[src/rtl/cam_capture_pkg.sv]
// Shared types and frame-geometry helpers for camera_frame_capture.
// Build option CAM_CAPTURE_YONLY_EN: keep only the luma bytes of a YUV422 stream.
package cam_capture_pkg;

  typedef enum logic [1:0] {
    IDLE    = 2'd0,
    WAIT_VS = 2'd1,
    CAPTURE = 2'd2,
    DONE    = 2'd3
  } cap_state_t;

  localparam int CAP_ADDR_W_DEFAULT = 17;

`ifdef CAM_CAPTURE_YONLY_EN
  localparam bit YONLY = 1'b1;
`else
  localparam bit YONLY = 1'b0;
`endif

  // Bytes stored per line: luma-only keeps one byte of every input pair.
  function automatic int line_bytes(input int w, input bit yonly);
    return yonly ? w : 2 * w;
  endfunction

  function automatic int frame_bytes(input int w, input int h, input bit yonly);
    return line_bytes(w, yonly) * h;
  endfunction

endpackage

[src/rtl/cam_input_sync.sv]
// Brings the asynchronous camera bus into the clk domain and flags pclk/href/vsync edges.
// pclk is sampled as data, so clk must run at least 4x faster than the camera pixel clock.
module cam_input_sync (
  input  logic       clk,
  input  logic       nreset,
  input  logic       cam_pclk,
  input  logic       cam_vsync,
  input  logic       cam_href,
  input  logic [7:0] cam_data,
  output logic       pclk_rise,
  output logic       href_fall,
  output logic       vsync_rise,
  output logic       vsync_fall,
  output logic       href_s,
  output logic [7:0] data_s
);

  typedef struct packed {
    logic       pclk;
    logic       vsync;
    logic       href;
    logic [7:0] data;
  } cam_bus_t;

  cam_bus_t meta_q, sync_q;
  logic     pclk_prev_q, vsync_prev_q, href_prev_q;

  // NOTE: sequential state uses non-blocking assignments so every flop samples pre-edge values.
  always_ff @(posedge clk or negedge nreset) begin
    if (!nreset) begin
      meta_q       <= '0;
      sync_q       <= '0;
      pclk_prev_q  <= 1'b0;
      vsync_prev_q <= 1'b0;
      href_prev_q  <= 1'b0;
    end else begin
      meta_q       <= '{pclk: cam_pclk, vsync: cam_vsync, href: cam_href, data: cam_data};
      sync_q       <= meta_q;
      pclk_prev_q  <= sync_q.pclk;
      vsync_prev_q <= sync_q.vsync;
      href_prev_q  <= sync_q.href;
    end
  end

  // Data travels in the same stage as pclk, so it is stable when the rising edge is seen.
  assign pclk_rise  =  sync_q.pclk  & ~pclk_prev_q;
  assign href_fall  = ~sync_q.href  &  href_prev_q;
  assign vsync_rise =  sync_q.vsync & ~vsync_prev_q;
  assign vsync_fall = ~sync_q.vsync &  vsync_prev_q;
  assign href_s     =  sync_q.href;
  assign data_s     =  sync_q.data;

endmodule

[src/rtl/camera_frame_capture.sv]
// Captures one complete camera frame into SPRAM and holds it for the SPI reader until released.
// Build option CAM_CAPTURE_YONLY_EN (see cam_capture_pkg) stores luma bytes only.
module camera_frame_capture
  import cam_capture_pkg::*;
#(
  parameter int IMG_W  = 160,
  parameter int IMG_H  = 120,
  parameter int ADDR_W = CAP_ADDR_W_DEFAULT
) (
  input  logic              clk,
  input  logic              nreset,
  input  logic              cam_pclk,
  input  logic              cam_vsync,
  input  logic              cam_href,
  input  logic [7:0]        cam_data,
  input  logic              capture_enable,
  output logic [ADDR_W-1:0] spram_wr_addr,
  output logic [7:0]        spram_wr_data,
  output logic              spram_wr_en,
  output logic              buffer_ready,
  input  logic              frame_read_complete,
  output logic              capturing,
  output logic              frame_error
);

  localparam int CNT_W         = 16;
  localparam int IN_LINE_BYTES = 2 * IMG_W;
  localparam int FRAME_BYTES   = frame_bytes(IMG_W, IMG_H, YONLY);

  // Address counter is one bit wider so it can sit at FRAME_BYTES == 2**ADDR_W.
  localparam logic [ADDR_W:0]    ADDR_END = (ADDR_W + 1)'(FRAME_BYTES);
  localparam logic [CNT_W-1:0]   LINE_END = CNT_W'(IN_LINE_BYTES);
  localparam logic [CNT_W-1:0]   LINE_NUM = CNT_W'(IMG_H);

  logic       pclk_rise, href_fall, vsync_rise, vsync_fall, href_s;
  logic [7:0] data_s;

  cam_input_sync u_sync (
    .clk        (clk),
    .nreset     (nreset),
    .cam_pclk   (cam_pclk),
    .cam_vsync  (cam_vsync),
    .cam_href   (cam_href),
    .cam_data   (cam_data),
    .pclk_rise  (pclk_rise),
    .href_fall  (href_fall),
    .vsync_rise (vsync_rise),
    .vsync_fall (vsync_fall),
    .href_s     (href_s),
    .data_s     (data_s)
  );

  cap_state_t        state_q, state_d;
  logic [ADDR_W:0]   addr_q, addr_d;
  logic [CNT_W-1:0]  byte_cnt_q, byte_cnt_d;
  logic [CNT_W-1:0]  line_cnt_q, line_cnt_d;
  logic              wr_en_q, wr_en_d;
  logic [ADDR_W-1:0] wr_addr_q, wr_addr_d;
  logic [7:0]        wr_data_q, wr_data_d;
  logic              buffer_ready_q, buffer_ready_d;
  logic              frame_error_q, frame_error_d;
  logic              keep_byte;

  // Luma bytes sit at even positions; byte_cnt restarts every line so its LSB is the parity.
  assign keep_byte = (byte_cnt_q < LINE_END) && (!YONLY || !byte_cnt_q[0]) && (addr_q < ADDR_END);

  // NOTE: every always_comb output gets a default first, so no path can infer a latch.
  always_comb begin
    state_d        = state_q;
    addr_d         = addr_q;
    byte_cnt_d     = byte_cnt_q;
    line_cnt_d     = line_cnt_q;
    wr_en_d        = 1'b0;
    wr_addr_d      = wr_addr_q;
    wr_data_d      = wr_data_q;
    buffer_ready_d = (state_q == DONE) && !frame_read_complete;
    frame_error_d  = 1'b0;

    unique case (state_q)
      IDLE: begin
        if (capture_enable && !buffer_ready_q) state_d = WAIT_VS;
      end
      WAIT_VS: begin
        if (!capture_enable) begin
          state_d = IDLE;
        end else if (vsync_fall) begin
          state_d    = CAPTURE;
          addr_d     = '0;
          byte_cnt_d = '0;
          line_cnt_d = '0;
        end
      end
      CAPTURE: begin
        if (pclk_rise && href_s) begin
          if (keep_byte) begin
            wr_en_d   = 1'b1;
            wr_addr_d = addr_q[ADDR_W-1:0];
            wr_data_d = data_s;
            addr_d    = addr_q + 1'b1;
          end
          if (byte_cnt_q != '1) byte_cnt_d = byte_cnt_q + 1'b1;
        end
        if (href_fall && (byte_cnt_q != '0)) begin
          byte_cnt_d = '0;
          if (line_cnt_q != '1) line_cnt_d = line_cnt_q + 1'b1;
        end
        // Judge the frame on the updated counts so a coincident last byte still counts.
        if (vsync_rise) begin
          if ((line_cnt_d == LINE_NUM) && (addr_d == ADDR_END)) begin
            state_d = DONE;
          end else begin
            state_d       = WAIT_VS;
            frame_error_d = 1'b1;
          end
        end
      end
      DONE: begin
        if (frame_read_complete) state_d = IDLE;
      end
      default: state_d = IDLE;
    endcase
  end

  always_ff @(posedge clk or negedge nreset) begin
    if (!nreset) begin
      state_q        <= IDLE;
      addr_q         <= '0;
      byte_cnt_q     <= '0;
      line_cnt_q     <= '0;
      wr_en_q        <= 1'b0;
      wr_addr_q      <= '0;
      wr_data_q      <= '0;
      buffer_ready_q <= 1'b0;
      frame_error_q  <= 1'b0;
    end else begin
      state_q        <= state_d;
      addr_q         <= addr_d;
      byte_cnt_q     <= byte_cnt_d;
      line_cnt_q     <= line_cnt_d;
      wr_en_q        <= wr_en_d;
      wr_addr_q      <= wr_addr_d;
      wr_data_q      <= wr_data_d;
      buffer_ready_q <= buffer_ready_d;
      frame_error_q  <= frame_error_d;
    end
  end

  assign spram_wr_en   = wr_en_q;
  assign spram_wr_addr = wr_addr_q;
  assign spram_wr_data = wr_data_q;
  assign buffer_ready  = buffer_ready_q;
  assign frame_error   = frame_error_q;
  assign capturing     = (state_q == CAPTURE);

endmodule

[config.mk]
export PLATFORM = sky130hd
export DESIGN_NAME = camera_frame_capture
export DESIGN_NICKNAME = d
export VERILOG_FILES = /design/src/rtl/cam_capture_pkg.sv /design/src/rtl/cam_input_sync.sv /design/src/rtl/camera_frame_capture.sv
export SDC_FILE = /design/constraint.sdc
export NUM_CORES = 1
export LEC_CHECK = 0
export ABC_AREA = 1
export CORE_MARGIN = 2
export CORE_UTILIZATION = 48
export DETAILED_ROUTE_END_ITERATION = 10
export HOLD_SLACK_MARGIN = 0.02
export PLACE_DENSITY_LB_ADDON = 0.3
export SYNTH_ARGS = -nofsm -noshare
export SYNTH_HDL_FRONTEND = slang
export SYNTH_HIERARCHICAL = 1
export SYNTH_SLANG_ARGS = --single-unit
[constraint.sdc]
create_clock -name clk -period 4.2 [get_ports clk]
set_input_delay 0.84 -clock clk [delete_from_list [all_inputs] [get_ports clk]]
set_output_delay 0.84 -clock clk [all_outputs]
set_load 0.005 [all_outputs]
Word-level counts from Yosys, hierarchy flattened
Index checks and enable logic that the tools add are counted.
{"block": "op_classes", "eq_ne": 15, "n_reduce_logical": 15, "n_addsub": 3, "muxes": 29, "bitwise": 8, "n_lt_le_gt_ge": 2}
{"cell": "$mux W16", "count": 8}
{"cell": "$mux W18", "count": 5}
{"cell": "$pmux W16 S2", "count": 2}
{"cell": "$pmux W18 S2", "count": 1}
{"cell": "$add A16 B1 Y16 const B", "count": 2}
{"cell": "$ne A16 B16 Y1 const B", "count": 2}
{"cell": "$add A18 B1 Y18 const B", "count": 1}
{"cell": "$eq A18 B16 Y1 const B", "count": 1}
{"cell": "$lt A18 B16 Y1 const B", "count": 1}
{"cell": "$eq A16 B7 Y1 const B", "count": 1}
{"cell": "$lt A16 B9 Y1 const B", "count": 1}
{"cell": "$reduce_bool A16 Y1", "count": 1}
{"cell": "$mux W2", "count": 6}
{"cell": "$pmux W2 S4", "count": 1}
{"cell": "$logic_and A1 B1 Y1", "count": 6}
{"cell": "$mux W1", "count": 6}
{"cell": "$ne A2 B2 Y1 const B", "count": 3}
{"cell": "$ne A3 B1 Y1 const B", "count": 2}
{"cell": "$reduce_and A3 Y1", "count": 2}
{"cell": "$reduce_and A5 Y1", "count": 1}
{"cell": "$and A1 B1 Y1", "count": 4}
{"cell": "$eq A2 B2 Y1 const B", "count": 2}
{"cell": "$ne A2 B1 Y1 const B", "count": 2}
{"cell": "$not A1 Y1", "count": 4}
{"cell": "other kinds (6)", "count": 7}
{"block": "word_totals", "out_inout_bits": 29, "word_cells": 92, "in_bits": 15, "register_bits": 105}

Depth between registers and ports, before layout
Gate-level depths: netlist (run 1).
{"block": "logic_depth", "word_depth": 10, "ltp_mapped": 18, "depth_no_buf": 17}

Cells and area by module
The synthesis (run 1) kept the hierarchy.
{"mod": "camera_frame_capture", "area_each_um2": 4700.8, "n_inst": 1, "seq_area_each_um2": 2001.9, "cells_per_inst": 648}
{"mod": "cam_input_sync", "area_each_um2": 715.7, "n_inst": 1, "seq_area_each_um2": 625.6, "cells_per_inst": 41}

Worst setup path before layout (run 1)
OpenSTA, ideal clock, no wires.
{"block": "synth_timing", "kind": "input to register", "from": "input port capture_enable", "to": "register byte_cnt_q[7]", "n_path_buf": 1, "stages": 13, "required_time_ps": 4080, "slack_ps": 2083, "setup_time_ps": 120, "arrival_time_ps": 1996, "cell_sequence": "inv_1 nor3_2 inv_2 nor2_2 nor2_1 inv_2 nand3_2 nand2_2 buf_6 nand2_1 nor2_2 nand3_1 o211a_1"}
{"block": "synth_between", "elab_chain_cells": 2}
{"element": "start, declared", "line": "camera_frame_capture.sv:16", "text": "input logic capture_enable,"}
{"element": "$ne A2 B2 Y1 (no line)"}
{"element": "$reduce_and A5 Y1 (no line)"}
{"element": "end signal, assigned", "line": "camera_frame_capture.sv:138", "text": "byte_cnt_q <= byte_cnt_d;"}
{"element": "end, declared", "line": "camera_frame_capture.sv:55", "text": "logic [CNT_W-1:0] byte_cnt_q, byte_cnt_d;"}
Every way passes these cells.
A chain may end at the register's enable or synchronous reset.

Worst setup path after layout (run 1)
{"block": "layout_timing", "from": "register byte_cnt_q[10]", "to": "register wr_addr_q[9] (netlist: spram_wr_addr[9])"}
{"block": "layout_between", "elab_chain_cells": 3}
{"element": "$lt A16 B9 Y1", "line": "camera_frame_capture.sv:65", "text": "assign keep_byte = (byte_cnt_q < LINE_END) && (!YONLY || !byte_cnt_q[0]) && (addr_q < ADDR_END);"}
{"element": "$logic_and A1 B1 Y1", "line": "camera_frame_capture.sv:65"}
{"element": "$reduce_and A3 Y1 (no line)"}
{"element": "end signal, assigned", "line": "camera_frame_capture.sv:141", "text": "wr_addr_q <= wr_addr_d;"}
{"element": "end, declared", "line": "camera_frame_capture.sv:58", "text": "logic [ADDR_W-1:0] wr_addr_q, wr_addr_d;"}
Every way passes these cells.

==> flow_summary.yaml, run 1 <==
job:
  maxCapViolations: 0
global_routing:
  gr-usage-all-layers_pct: 22.12
  grt_max_degree: 46
  grt_pass1_wl_mm: 20.83
  grt_pass1_vias: 4380
  antenna_found_initial: 0
  grt.overflow.total: 0
clock_tree:
  cts_setup_buffers: 0
  cts_buffers: 9
  cts.repair.resized: 0
  clkTransAtPathRegs_ps: 80
  cts.sinks: 105
  clkLatencyLatePin_ps: 360
  cts_buffer_depth: 2
  hold_buffers: 0
  cts_max_level: 3
  root_buffer: "clkbuf_16"
  cts_tree: "built"
worst_setup_path:
  start_kind: "flip-flop"
  endpoint_kind: "flip-flop"
  cp_slowest_cell: "inv_1"
  critPathTopFamily: "simple AND/OR/NAND/NOR gates"
  cp_max_fo: 40
  cp.required_ps: 4450
  path_common_cell: "nand2_1"
  crit_chain: "nor2_2, nand2_1, nor2_1, nand2_1, nor2_4, nand2_1, nor2_1, inv_1, o21ai_0"
  arrival_ps: 3440
  crit_type: "flip-flop to flip-flop"
  cp_num_buf_inv: 1
  cpPeakStageDelay_ps: 650
route:
  firstDrtPassIters: 5
  drc: 0
  dr_total_vias: 4516
  ant_nets: 0
  wl_per_cell_um: 13.99
  first_iter_violations: 218
  drt_wl_total_mm: 12.14
  vias_per_cell: 5.203
placement:
  place.gp.congestion: 0.9210
  portBuffers: 43
  placed_area_mm2: 0.005898
  place_ws_ps: 996.1
  detailed_place_hpwl_mm: 8.646
floorplanning:
  start_util_pct: 49.53
  ios: 44
  dieArea_mm2: 0.01215
  fp.dieH_um: 110.2
  dieWidth_um: 110.2
  rows: 38
  core-area_mm2: 0.01094
power:
  sw_frac_of_total_pct: 37.23
  ir_drop_v: 0.0003704
  p_seq_share_pct: 41.7
  combPwrFrac_pct: 32.7
  finalPower_w: 0.003315
  p_int_w: 0.002081
  p_per_area_mw_per_mm2: 534.3
  leakagePower_nw: 2.907
  p_switching_w: 0.001234
  power.clock.fraction_pct: 25.6
timing:
  relSlewSlack_pct: 34.79
  period_needed_ps: 3181
  hold_viol: 0
  rsz0062_at_grt: "false"
  fin_setup_tns_ps: 0
  tightestPinTransition_ps: 977.1
  max_freq_mhz: 314.3
  fin_skew_ps: 6.228
  finalSetupViolations: 0
  period_share_pct: 75.75
  slew_viol_final: 0
  setup_ws_ps: 1019
synth:
  syn_area_mm2: 0.005416
  synth_edf_count: 0
  syn_nets: 708
  ys_seq_elements: 105
  synth-async-reset-ratio_pct: 100.0
  synth_ff_type: "dfrtp_1"
  postSynthCellCount: 689
  seq_area_frac_synth_pct: 48.51
  syn_avg_cell_area_um2: 7.861
  yosysWarnings: 6
  ys_types: 39
layout:
  syn2layout_area_growth_pct: 14.55
  diodes: 0
  multi_input_area_mm2: 0.002315
  final_area_mm2: 0.006205
  seqCellArea_mm2: 0.002628
  drive_gt1_share_pct: 8.654
  fin_util_pct: 56.74
  fillers: 1004
  nNetsFinal: 742
outcome:
  status: "complete, no violations"
min_path:
  hp-class: "flip-flop to flip-flop"
-- synth_stat cells (2+ instances only) --
cell type / instances / share of area (%)
dfrtp_1: 105 / 49
inv_2: 8 / 0.55
nand3_2: 2 / 0.37
o21ai_1: 3 / 0.28
nand2_4: 3 / 0.62
nand2_1: 189 / 13
nand3_1: 47 / 4.3
nand4_1: 12 / 1.4
buf_6: 4 / 0.83
buf_4: 9 / 1.2
nor3_1: 10 / 0.92
o21ai_0: 38 / 3.5
a31oi_1: 3 / 0.35
xor2_1: 10 / 1.6
ha_1: 4 / 0.92
o21bai_1: 2 / 0.28
clkbuf_1: 11 / 0.76
nor2_2: 10 / 1.2
o22ai_1: 18 / 2.1
xor2_2: 2 / 0.60
a21oi_1: 12 / 1.1
nand2_2: 4 / 0.46
a21oi_2: 3 / 0.49
o211ai_1: 2 / 0.28
nor2_1: 84 / 5.8
inv_1: 75 / 5.2
nor2_4: 4 / 0.83
nor3_2: 4 / 0.74
-- power by group through the flow --
stage,registers [W],clock network (W),logic (W)
after floorplan,0.00137,0,0.000674
after global placement,0.00139,0,0.00106
after detailed placement,0.00139,0,0.00108
after CTS,0.00138,0.000871,0.00109
after global routing,0.00141,0.000917,0.00123
final,0.00138,0.000850,0.00108
-- sequential cells by signal, summed over array words and instances (netlist names), 2 cells and up --
name,cells
u_sync/data_s,8
u_sync/meta_q,11
u_sync/sync_q,2
line_cnt_q,16
spram_wr_addr,17
state_q,2
byte_cnt_q,16
spram_wr_data,8
addr_q,18
-- cells in the final DEF, fill, tap and decap left out, drive strengths merged --
master and count:
nand2 196, dfrtp 105, nor2 98, inv 87
nand3 50, clkdlybuf4s50 42, o21ai 41, o22ai 18
a21oi 15, nor3 14, nand4 12, xor2 12
clkbuf 9, buf 6, ha 4, clkinv 4
a31oi 3, o21bai 2, o211ai 2, a21boi 2
nand3b 1, and2 1, o31ai 1, a22o 1
a211oi 1, o211a 1
-- stage by stage --
| step | hold slack [ps] | std cells |
|---|---|---|
| finish | 350.8 | 868 |
| CTS | 354.0 | 868 |
| detailed placement | 335.5 | 852 |
| floorplan | 331.2 | 689 |
| global placement | 331.4 | 852 |
| global route | 356.0 | 868 |
-- metal layers --
| layer | track usage [%] | up-vias | share of wire, % |
|---|---|---|---|
| li1 | - | 2267 | - |
| met1 | 29.52 | 2125 | 46 |
| met2 | 35.28 | 108 | 47 |
| met3 | 5.761 | 16 | 5.0 |
| met4 | 7.232 | 0 | 1.7 |
| met5 | 0 | - | 0 |
-- worst reg2reg max path, stage by stage (launching register included) --
cell	delay, ps
dfrtp_1	440
nor2_2	120
nand2_1	70
nor2_1	130
nand2_1	100
nor2_4	430
nand2_1	180
nor2_1	570
inv_1	650
o21ai_0	390
-- cells by family after synthesis --
family	Yosys count	share of synthesized area, %
simple gates	372	30.33
xor+xnor	12	2.218
fa+ha+maj	4	0.9240
buf+inv	109	8.755
flops	105	48.51
compound gates	87	9.263
-- cell type report --
type,instances,area share (%)
clock buffer,9,3.630
tap,140,2.823
sequential,105,42.35
timing repair buffer,48,7.502
inverter,84,5.082
multi-input combinational,475,37.31
clock inverter,7,1.311
-- final timing paths --
path | from | end | slack [ps] | cells past startpoint
max | byte_cnt_q[10]$_DFFE_PN0P_ | spram_wr_addr[9]$_DFFE_PN0P_ | 1020 | 9
min | u_sync/meta_q[8]$_DFF_PN0_ | u_sync/href_s$_DFF_PN0_ | 350 | 0
max reg2reg | byte_cnt_q[10]$_DFFE_PN0P_ | spram_wr_addr[9]$_DFFE_PN0P_ | 1020 | 9
min reg2reg | u_sync/meta_q[8]$_DFF_PN0_ | u_sync/href_s$_DFF_PN0_ | 350 | 0
max in group asynchronous | nreset | line_cnt_q[10]$_DFFE_PN0P_ | 2900 | 2
min in group asynchronous | nreset | u_sync/meta_q[6]$_DFF_PN0_ | 410 | 1
(Power assumes the default switching activity.)
==> run 2: changes to the inputs <==
==> constraint.sdc (replaced) <==
create_clock -name clk -period 3.06 [get_ports clk]
set_input_delay 0.612 -clock clk [delete_from_list [all_inputs] [get_ports clk]]
set_output_delay 0.612 -clock clk [all_outputs]
set_load 0.005 [all_outputs]
==> flow_summary.yaml, run 2 (synthesis gave the netlist of run 1 again) <==
power:
  p_per_area_mw_per_mm2: 734.0
  ir_drop_v: 0.0005386
  sw_frac_of_total_pct: 37.39
  combPwrFrac_pct: 32.8
  finalPower_w: 0.004574
  p_seq_share_pct: 41.6
  p_int_w: 0.002863
  leakagePower_nw: 2.918
  power.clock.fraction_pct: 25.5
  p_switching_w: 0.001710
clock_tree:
  cts.repair.resized: 0
  cts_max_level: 3
  hold_buffers: 0
  cts_setup_buffers: 0
  clkLatencyLatePin_ps: 360
  clkTransAtPathRegs_ps: 80
  cts.sinks: 105
  cts_buffers: 9
  cts_tree: "built"
  cts_buffer_depth: 2
  root_buffer: "clkbuf_16"
placement:
  placed_area_mm2: 0.005926
  place.gp.congestion: 0.8777
  detailed_place_hpwl_mm: 8.535
  portBuffers: 43
global_routing:
  antenna_found_initial: 0
  grt_max_degree: 60
  grt_pass1_wl_mm: 21.18
  gr-usage-all-layers_pct: 22.27
  grt.overflow.total: 0
  grt_pass1_vias: 4480
timing:
  max_freq_mhz: 409.8
  slew_viol_final: 0
  tightestPinTransition_ps: 1017
  period_needed_ps: 2440
  hold_viol: 0
  holdWs_ps: 252.2
  fin_setup_tns_ps: 0
  period_share_pct: 79.74
  relSlewSlack_pct: 32.14
  finalSetupViolations: 0
  fin_skew_ps: 9.968
  rsz0062_at_grt: "false"
layout:
  layout_common_cells: "nand2_1, dfrtp_1, nor2_1"
  seqCellArea_mm2: 0.002628
  nNetsFinal: 744
  final_area_mm2: 0.006231
  top_register: "addr_q"
  largest_reg_flops: 18
  multi_input_area_mm2: 0.002315
  fillers: 958
  drive_gt1_share_pct: 8.904
  diodes: 0
  syn2layout_area_growth_pct: 15.04
  mostFrequentLayoutCell: "nand2_1"
floorplanning:
  dieArea_mm2: 0.01215
  dieWidth_um: 110.2
  rows: 38
  fp.dieH_um: 110.2
  start_util_pct: 49.53
  ios: 44
  core-area_mm2: 0.01094
route:
  firstDrtPassIters: 5
  drt_wl_total_mm: 12.28
  dr_total_vias: 4600
  drc: 0
  vias_per_cell: 5.287
  first_iter_violations: 404
  wl_per_cell_um: 14.11
  ant_nets: 0
job:
  maxCapViolations: 0
worst_setup_path:
  arrival_ps: 2700
  crit_type: "flip-flop to flip-flop"
  cp.required_ps: 3320
  endpoint_kind: "flip-flop"
  start_kind: "flip-flop"
  cp_max_fo: 40
min_path:
  hp-class: "input pin to async pin"
outcome:
  status: "complete, no violations"
[run 2: changes by cell type in the layout (fill, tap and decap cells not counted)]
cell / change
buf_12: +1
clkinvlp_4: +1
buf_4: +1
clkinv_4: -1
[run 2: area by class of cell]
class,instances,share of cell area [%]
timing repair buffer,50,7.912
clock buffer,9,3.614
inverter,84,5.060
multi-input combinational,475,37.15
tap,140,2.811
clock inverter,7,1.285
sequential,105,42.17
[run 2: worst paths after layout]
| kind | startpoint | to | slack [ps] | cells after the start |
|---|---|---|---|---|
| min in group clk | u_sync/meta_q[5]$_DFF_PN0_ | u_sync/data_s[5]$_DFF_PN0_ | 350 | 0 |
| max in group asynchronous | nreset | addr_q[14]$_DFFE_PN0P_ | 2060 | 2 |
| max | byte_cnt_q[13]$_DFFE_PN0P_ | spram_wr_addr[6]$_DFFE_PN0P_ | 620 | 9 |
| max reg2reg | byte_cnt_q[13]$_DFFE_PN0P_ | spram_wr_addr[6]$_DFFE_PN0P_ | 620 | 9 |
| min | nreset | u_sync/meta_q[2]$_DFF_PN0_ | 250 | 1 |
| min reg2reg | u_sync/meta_q[5]$_DFF_PN0_ | u_sync/data_s[5]$_DFF_PN0_ | 350 | 0 |
[run 2: through the flow]
stage | worst slack, ps | cells | util, %
finish | 619.9 | 870 | 56.98
global route | 250.6 | 870 | 56.98
CTS | 602.6 | 870 | 56.98
detailed placement | 412.1 | 854 | 54.19
global placement | 455.0 | 854 | 54.19
floorplan | 1151 | 689 | -
[run 2: layer usage]
| layer | up-vias | wire length [um] | global-route usage (%) |
|---|---|---|---|
| met5 | - | 0 | 0 |
| met4 | 0 | 204 | 8.125 |
| met3 | 24 | 703 | 4.527 |
| met2 | 140 | 5907 | 35.19 |
| met1 | 2169 | 5464 | 30.47 |
| li1 | 2267 | - | - |
[run 2: worst max-delay path, stage by stage (launching register included)]
cell	delay [ps]
dfrtp_1	440
nor2_1	110
nand2_1	120
nor2_1	110
nand2_1	100
nor2_4	270
nand2_1	190
nor2_1	170
inv_1	450
o21ai_0	380
[run 2: power by group through the flow]
stage          registers, W  logic [W]  clock network (W)
2_1_floorplan       0.00188   0.000925                  0
3_3_place_gp        0.00191    0.00145                  0
3_5_place_dp        0.00192    0.00150                  0
4_1_cts             0.00190    0.00151            0.00118
5_1_grt             0.00194    0.00168            0.00125
6_report            0.00190    0.00150            0.00117
==> run 3: changes to the inputs <==
==> constraint.sdc (replaced) <==
create_clock -name clk -period 2 [get_ports clk]
set_input_delay 0.4 -clock clk [delete_from_list [all_inputs] [get_ports clk]]
set_output_delay 0.4 -clock clk [all_outputs]
set_load 0.005 [all_outputs]
==> flow_summary.yaml, run 3 (synthesis gave the netlist of run 1 again) <==
power:
  p_per_area_mw_per_mm2: 1072
  p_switching_w: 0.002900
  p_seq_share_pct: 36.8
  sw_frac_of_total_pct: 37.03
  combPwrFrac_pct: 39.5
  power.clock.fraction_pct: 23.7
  leakagePower_nw: 3.535
  ir_drop_v: 0.0009457
  p_int_w: 0.004932
timing:
  fin_skew_ps: 12.40
  period_needed_ps: 2091
  relSlewSlack_pct: 63.40
  setup_ws_ps: -91.43
  max_freq_mhz: 478.1
  slew_viol_final: 0
  finalSetupViolations: 4
  period_share_pct: 104.6
  rsz0062_at_grt: "true"
  tightestPinTransition_ps: 549.0
  hold_viol: 0
worst_setup_path:
  arrival_ps: 2380
  cpPeakStageDelay_ps: 390
  cp.required_ps: 2290
  endpoint_kind: "flip-flop"
  cp_max_fo: 11
  worst_r2r_path_depth: 14
  crit_chain: "nor2_1, nand2_2, nor2_1, nand2_1, nor2_4, buf_12, nand3_1, nand2_1, nand3_1, nor2_2, nand2_1, nor2_1, nand3_1, a21oi_2"
  crit_type: "flip-flop to flip-flop"
  cp_slowest_cell: "dfrtp_1"
  start_kind: "flip-flop"
layout:
  fin_util_pct: 66.82
  syn2layout_area_growth_pct: 34.90
  drive_gt1_share_pct: 24.85
  nNetsFinal: 839
  layout_common_cells: "nand2_1, dfrtp_1, buf_4"
  fillers: 871
  top_register: "addr_q"
  mostFrequentLayoutCell: "nand2_1"
  diodes: 0
  largest_reg_flops: 18
route:
  first_iter_violations: 293
  drc: 0
  firstDrtPassIters: 5
  dr_total_vias: 4980
  drt_wl_total_mm: 13.89
  wl_per_cell_um: 14.39
  vias_per_cell: 5.161
  ant_nets: 0
clock_tree:
  clkTransAtPathRegs_ps: 80
  cts_max_level: 3
  root_buffer: "clkbuf_16"
  hold_buffers: 0
  clkLatencyLatePin_ps: 360
  cts_tree: "built"
  cts.sinks: 105
  cts_buffers: 9
  cts_buffer_depth: 2
global_routing:
  antenna_found_initial: 0
  grt_pass1_wl_mm: 23.09
  grt.overflow.total: 0
  grt_max_degree: 106
  grt_pass1_vias: 4935
  gr-usage-all-layers_pct: 24.62
placement:
  place_ws_ps: -325.5
  detailed_place_hpwl_mm: 9.303
  place.gp.congestion: 0.9154
  portBuffers: 43
floorplanning:
  dieWidth_um: 110.2
  ios: 44
  start_util_pct: 49.53
  dieArea_mm2: 0.01215
  fp.dieH_um: 110.2
  core-area_mm2: 0.01094
  rows: 38
outcome:
  status: "finished with violations"
  violations: "negative setup slack"
min_path:
  hp-class: "input pin to async pin"
job:
  maxCapViolations: 0
## run 3: path summary, 6_finish.rpt
check | slack, ps | start | to
setup / recovery | -90 | byte_cnt_q[14]$_DFFE_PN0P_ | state_q[1]$_DFFE_PN0P_
hold / removal | 100 | nreset | spram_wr_data[6]$_DFFE_PN0P_
setup reg to reg | -90 | byte_cnt_q[14]$_DFFE_PN0P_ | state_q[1]$_DFFE_PN0P_
hold reg to reg | 350 | u_sync/meta_q[6]$_DFF_PN0_ | u_sync/data_s[6]$_DFF_PN0_
max in group asynchronous | 1460 | nreset | line_cnt_q[4]$_DFFE_PN0P_
min in group clk | 350 | u_sync/meta_q[6]$_DFF_PN0_ | u_sync/data_s[6]$_DFF_PN0_
## run 3: what timing repair did
item                                    in CTS  in global routing
gates resized for setup                     42                 45
pin swaps                                   15                 22
endpoints found under the setup margin      30                 43
setup buffers                                8                  8
## run 3: power groups by stage
stage	clock network [W]	logic, W	registers [W]
floorplan	0	0.00142	0.00287
global placement	0	0.00271	0.00288
detailed placement	0	0.00278	0.00289
CTS	0.00188	0.00291	0.00287
global route	0.00197	0.00341	0.00294
finish	0.00186	0.00310	0.00288
## run 3: area by class of cell
type | count | area, um2 | share of cell area, %
inverter | 84 | 325.3 | 4.452
multi-input combinational | 475 | 2579 | 35.29
sequential | 105 | 2630 | 35.99
tap | 140 | 175.2 | 2.397
clock buffer | 9 | 225.2 | 3.082
clock inverter | 7 | 86.33 | 1.182
timing repair buffer | 145 | 1286 | 17.60
## run 3: critical path: cells and delay by family (launching register included)
| kind | cells | cell delay (ps) |
|---|---|---|
| flops | 1 | 390 |
| compound gates | 1 | 120 |
| simple gates | 12 | 1340 |
| buf+inv | 1 | 160 |
## run 3: per-layer routing
layer / share of wire, % / vias up / global-route usage, %
met5: 0 / - / 0
met4: 1.5 / 0 / 7.411
met2: 51 / 116 / 41.32
met1: 43 / 2394 / 31.41
met3: 4.7 / 18 / 6.290
li1: - / 2452 / -
## run 3: metrics by stage
step	instances	setup TNS [ps]	total power (W)	hold WS, ps	cell area (um2)
floorplan	689	0	0.004289	104.4	5416
CTS	959	-248.0	0.007665	129.3	7109
finish	965	-182.5	0.007831	96.21	7307
global placement	935	-4172	0.005597	333.1	6571
detailed placement	935	-6230	0.005678	336.2	6571
global route	965	-3885	0.008326	126.1	7307
==> variant 1, RTL diff (settings of run 1) <==
The option `CAM_CAPTURE_YONLY_EN` is turned on by a define.
--- a/src/rtl/cam_capture_pkg.sv
+++ b/src/rtl/cam_capture_pkg.sv
@@ -2,2 +2,4 @@
 // Build option CAM_CAPTURE_YONLY_EN: keep only the luma bytes of a YUV422 stream.
+`define CAM_CAPTURE_YONLY_EN
+
 package cam_capture_pkg;
Behaviour: not the same (Yosys sat finds a counterexample within 10 cycles, from zero or initial values and one cycle with nreset low).
==> variant 1 against run 1 <==
Sequential cell count unchanged. Maximum frequency increased by 17%. Area after synthesis decreased by 1.2%. Final area decreased by 2.4%. Worst setup slack improved by 0.46 ns. Sequential share of layout area increased by 1.1 points. Global-route usage decreased by 0.065 points. Clock power decreased by 24%. Register-to-register slack improved by 0.65 ns. Synthesized cell count increased by 0.29%. Core utilization decreased by 0.90 points. Total power increased by 7.3%. Wire length increased by 2.0%.
==> variant 1: results (changes against run 1) <==
FINAL_NETS=745  # was 742
POST_SYNTH_XOR_AREA_FRACTION_PCT=0.819  # was 2.22%
DRT-MET1-WL_MM=5.78  # was 5.59 mm
MAX-SLEW-MARGIN-REL_PCT=28.1  # was 34.8%
MET3_WIRELENGTH_UM=552  # was 609 µm
SYN_AVG_CELL_AREA_UM2=7.74  # was 7.86 µm²
CRIT-REG2REG-CAPTURE='byte_cnt_q[10]'  # was spram_wr_addr[9]
MET2_WIRELENGTH_MM=5.89  # was 5.73 mm
DPL-INSTANCE-AREA_MM2=0.00585  # was 0.00590 mm²
PLACE_WS_NS=1.12  # was 0.996 ns
GRT_UTIL_ALL_LAYERS_PCT=22.1  # about the same
TIMING.CRITICAL_PATH.FANOUT_MAX=15  # was 40
HOLDCRITSTARTPOINT='u_sync/meta_q[5]'  # was u_sync/meta_q[8]
PLACE_CONGESTION=0.949  # was 0.921
SOURCE_OF_THE_CRITICAL_TIMING_PATH='capture_enable'  # was byte_cnt_q[10]
CLK_LATENCY_NS=0.38  # was 0.36 ns
CTS.REPORTEDPATHS.CLKPINSLEW_NS=0.12  # was 0.08 ns
DETAILED_ROUTE_WIRE_LENGTH_PER_CELL_UM=14.2  # was 14.0 µm
RUN_STATUS='complete, no violations'  # unchanged
LAYOUT-AREA-OVERHEAD-VS-SYNTH_PCT=13.2  # was 14.6%
DETAIL_ROUTE.ITER0.VIOLATIONS=292  # was 218
SYNTH-ADDER-AREA-SHARE_PCT=0.936  # was 0.924%
FIN_TOTAL_PWR_mW=3.56  # was 3.32 mW
SYNTH.LIB_CELLS_USED.DISTINCT=36  # was 39
HOLD_SLACK_NS=0.357  # was 0.351 ns
YOSYS-TOP-CELLS-COUNT='nand2_1, dfrtp_1, nor2_1'  # unchanged
DP_CELLS=855  # was 852
DETAILEDPLACEMENTHPWL_MM=8.83  # was 8.65 mm
GRT_USE_MET1_PCT=30.1  # was 29.5%
FINAL_CLOCK_SKEW_NS=0.0197  # was 0.00623 ns
GRT_USE_MET3_PCT=3.56  # was 5.76%
CLOCK_TREE.ROOT_CELL='clkbuf_8'  # was clkbuf_16
REG2REG_SLACK_NS=1.67  # was 1.02 ns
TIMING.CRITICAL_PATH.MAX_DELAY_FAMILY='buffers and inverters'  # was simple AND/OR/NAND/NOR gates
[variant 1: cell count changes after synthesis, sizes merged, moves of 2 or more]
cell | run 1 | this run
a21boi | 2 | 0
a21oi | 15 | 26
buf | 14 | 16
clkbuf | 11 | 9
nand2 | 196 | 200
nand3 | 50 | 58
nand4 | 12 | 15
nor2 | 98 | 86
nor4 | 0 | 2
o21a | 0 | 2
o21ai | 41 | 46
o22ai | 18 | 15
xor2 | 12 | 5
[variant 1: layout make-up]
| type | instances | share of cell area [%] |
|---|---|---|
| flip-flops and latches | 105 | 43.4 |
| multi-input cells | 479 | 37.4 |
| repair buffers | 49 | 7.81 |
| inverters | 82 | 5.08 |
| well taps | 140 | 2.89 |
| clock buffers | 9 | 2.05 |
| clock inverters | 7 | 1.32 |
[variant 1: power by group]
| group | switching [mW] | internal [mW] | total, mW |
|---|---|---|---|
| registers | 0.227 | 1.26 | 1.49 |
| logic | 0.882 | 0.544 | 1.43 |
| clock network | 0.403 | 0.241 | 0.644 |
==> variant 2, RTL diff (settings of run 1) <==
Without the edit above. Encoding of `cap_state_t`: now one-hot (4 bits for 4 states).
--- a/src/rtl/cam_capture_pkg.sv
+++ b/src/rtl/cam_capture_pkg.sv
@@ -4,7 +4,7 @@
 
-  typedef enum logic [1:0] {
-    IDLE    = 2'd0,
-    WAIT_VS = 2'd1,
-    CAPTURE = 2'd2,
-    DONE    = 2'd3
+  typedef enum logic [3:0] {
+    IDLE    = 4'b0001,
+    WAIT_VS = 4'b0010,
+    CAPTURE = 4'b0100,
+    DONE    = 4'b1000
   } cap_state_t;
Function: no difference found for any inputs over 10 cycles, from zero or initial values and one cycle with nreset low; not proved beyond that.
==> variant 2 against run 1 <==
Sequential cell count increased by 2. Highest routed layer unchanged. Final area increased by 1.9%. Area after synthesis increased by 1.3%. Count of clock-buffer cells in the layout unchanged. Largest power group unchanged. Total power decreased by 11%. Critical path type unchanged. Die area increased by 1.2%. Worst setup slack improved by 0.085 ns. Clock skew increased by 0.0052 ns. Wire length decreased by 1.0%. Core utilization decreased by 0.63 points. Synthesized cell count increased by 0.73%.
==> variant 2: results (changes against run 1) <==
LAYOUT-AREA-OVERHEAD-VS-SYNTH_PCT=15.3  # was 14.6%
MAX-SLEW-MARGIN-REL_PCT=25.9  # was 34.8%
SH_SEQ_AREA_PCT=42.4  # was 42.3%
DETAILEDPLACEMENTHPWL_MM=8.39  # was 8.65 mm
MAX-VDD-IR-DROP_mV=0.259  # was 0.370 mV
DETAIL_ROUTE.ITER0.VIOLATIONS=270  # was 218
FINAL_CLOCK_SKEW_NS=0.0115  # was 0.00623 ns
DP_CELLS=861  # was 852
FIRST_GLOBAL_VIAS=4501  # was 4,380
LARGEST_REG_FLOPS=18  # unchanged
ROUTED_WIRELENGTH_MM=12.0  # was 12.1 mm
LARGEST_NET_DEGREE_AT_THE_START_OF_GLOBAL_ROUTING=48  # was 46
SYNTHESIS.INSTANCES=694  # was 689
LAYOUT.NONCLK_BUF_SHARE_PCT=7.24  # was 7.50%
SYNTH_SEQUENTIAL_AREA_RATIO_PCT=48.8  # was 48.5%
MET3_WIRELENGTH_UM=444  # was 609 µm
FIRST_PASS_GRT_WIRE_LENGTH_MM=20.4  # was 20.8 mm
SYNTH-ADDER-AREA-SHARE_PCT=0.912  # was 0.924%
PLACE_WS_NS=0.980  # was 0.996 ns
FINALNONFILLERCELLS=877  # was 868
DRT-MET1-WL_MM=5.48  # was 5.59 mm
TIMING.CRITICAL_PATH.SLOWEST_CELL_DELAY_NS=0.48  # was 0.65 ns
GR-USAGE-MET2_PCT=33.4  # was 35.3%
FINAL_NETS=748  # was 742
SYNTH.LIB_CELLS_USED.DISTINCT=43  # was 39
CP_DATA_ARRIVAL_TIME_NS=3.33  # was 3.44 ns
CRIT_PATH_TOP_DELAY_CELL='inv_2'  # was inv_1
POWER.STATIC_LEAKAGE_nW=2.91  # about the same
MULTIINPUTGATEAREA_MM2=0.00234  # was 0.00231 mm²
MULTIINPUTCOMBCELLCOUNT=477  # was 475
GRT_USE_MET3_PCT=3.66  # was 5.76%
PLACE_CONGESTION=0.890  # was 0.921
CLOCK_CELL_AREA_SHARE_PCT=5.48  # was 4.94%
GRT_UTIL_ALL_LAYERS_PCT=20.2  # was 22.1%
POST_SYNTH_XOR_AREA_FRACTION_PCT=0.798  # was 2.22%
RUN_STATUS='complete, no violations'  # unchanged
COMPOUND_CELL_AREA_SHARE_OF_THE_YOSYS_NETLIST_PCT=10.4  # was 9.26%
DETAILROUTE.VIA_COUNT=4697  # was 4,516
YOSYS-TOP-CELLS-COUNT='nand2_1, dfrtp_1, nor2_1'  # unchanged
INVERTERS_EXCL_CLOCK=87  # was 84
NNONCLKBUFFERS=47  # was 48
POSTSYNTHNETCOUNT=713  # was 708
TIMING.CRITICAL_PATH.FANOUT_MAX=33  # was 40
MET2_WIRELENGTH_MM=5.83  # was 5.73 mm
GRT_USE_MET1_PCT=26.4  # was 29.5%
DPL-INSTANCE-AREA_MM2=0.00598  # was 0.00590 mm²
-- variant 2: cell count changes in the layout (fill, tap and decap cells not counted), moves of 3 or more --
cell and delta:
nor3_2 -3, nor3_1 -3, nand2_2 +3, nand3_2 +3, nand4_1 +7, nand3_1 -6, xor2_1 -5, nor4_1 +4
nand2_1 -8, nor2_1 -5, o21ai_0 +5, nor2_2 +3, a21oi_1 +3
-- variant 2: worst paths after layout --
kind / start / end / slack, ns / depth (start not counted)
max reg2reg: state_q[1] / byte_cnt_q[11] / 1.10 / 10
min reg2reg: u_sync/meta_q[4] / u_sync/data_s[4] / 0.35 / 0
max in group asynchronous: nreset / state_q[0] / 2.80 / 2
min in group asynchronous: nreset / addr_q[8] / 0.48 / 1
max: state_q[1] / byte_cnt_q[11] / 1.10 / 10
min: u_sync/meta_q[4] / u_sync/data_s[4] / 0.35 / 0
-- variant 2: power by group --
group          total, mW  internal (mW)  switching [mW]
sequential          1.29           1.16           0.124
combinational      0.712          0.250           0.463
clock              0.965          0.541           0.425
total               2.96           1.95            1.01
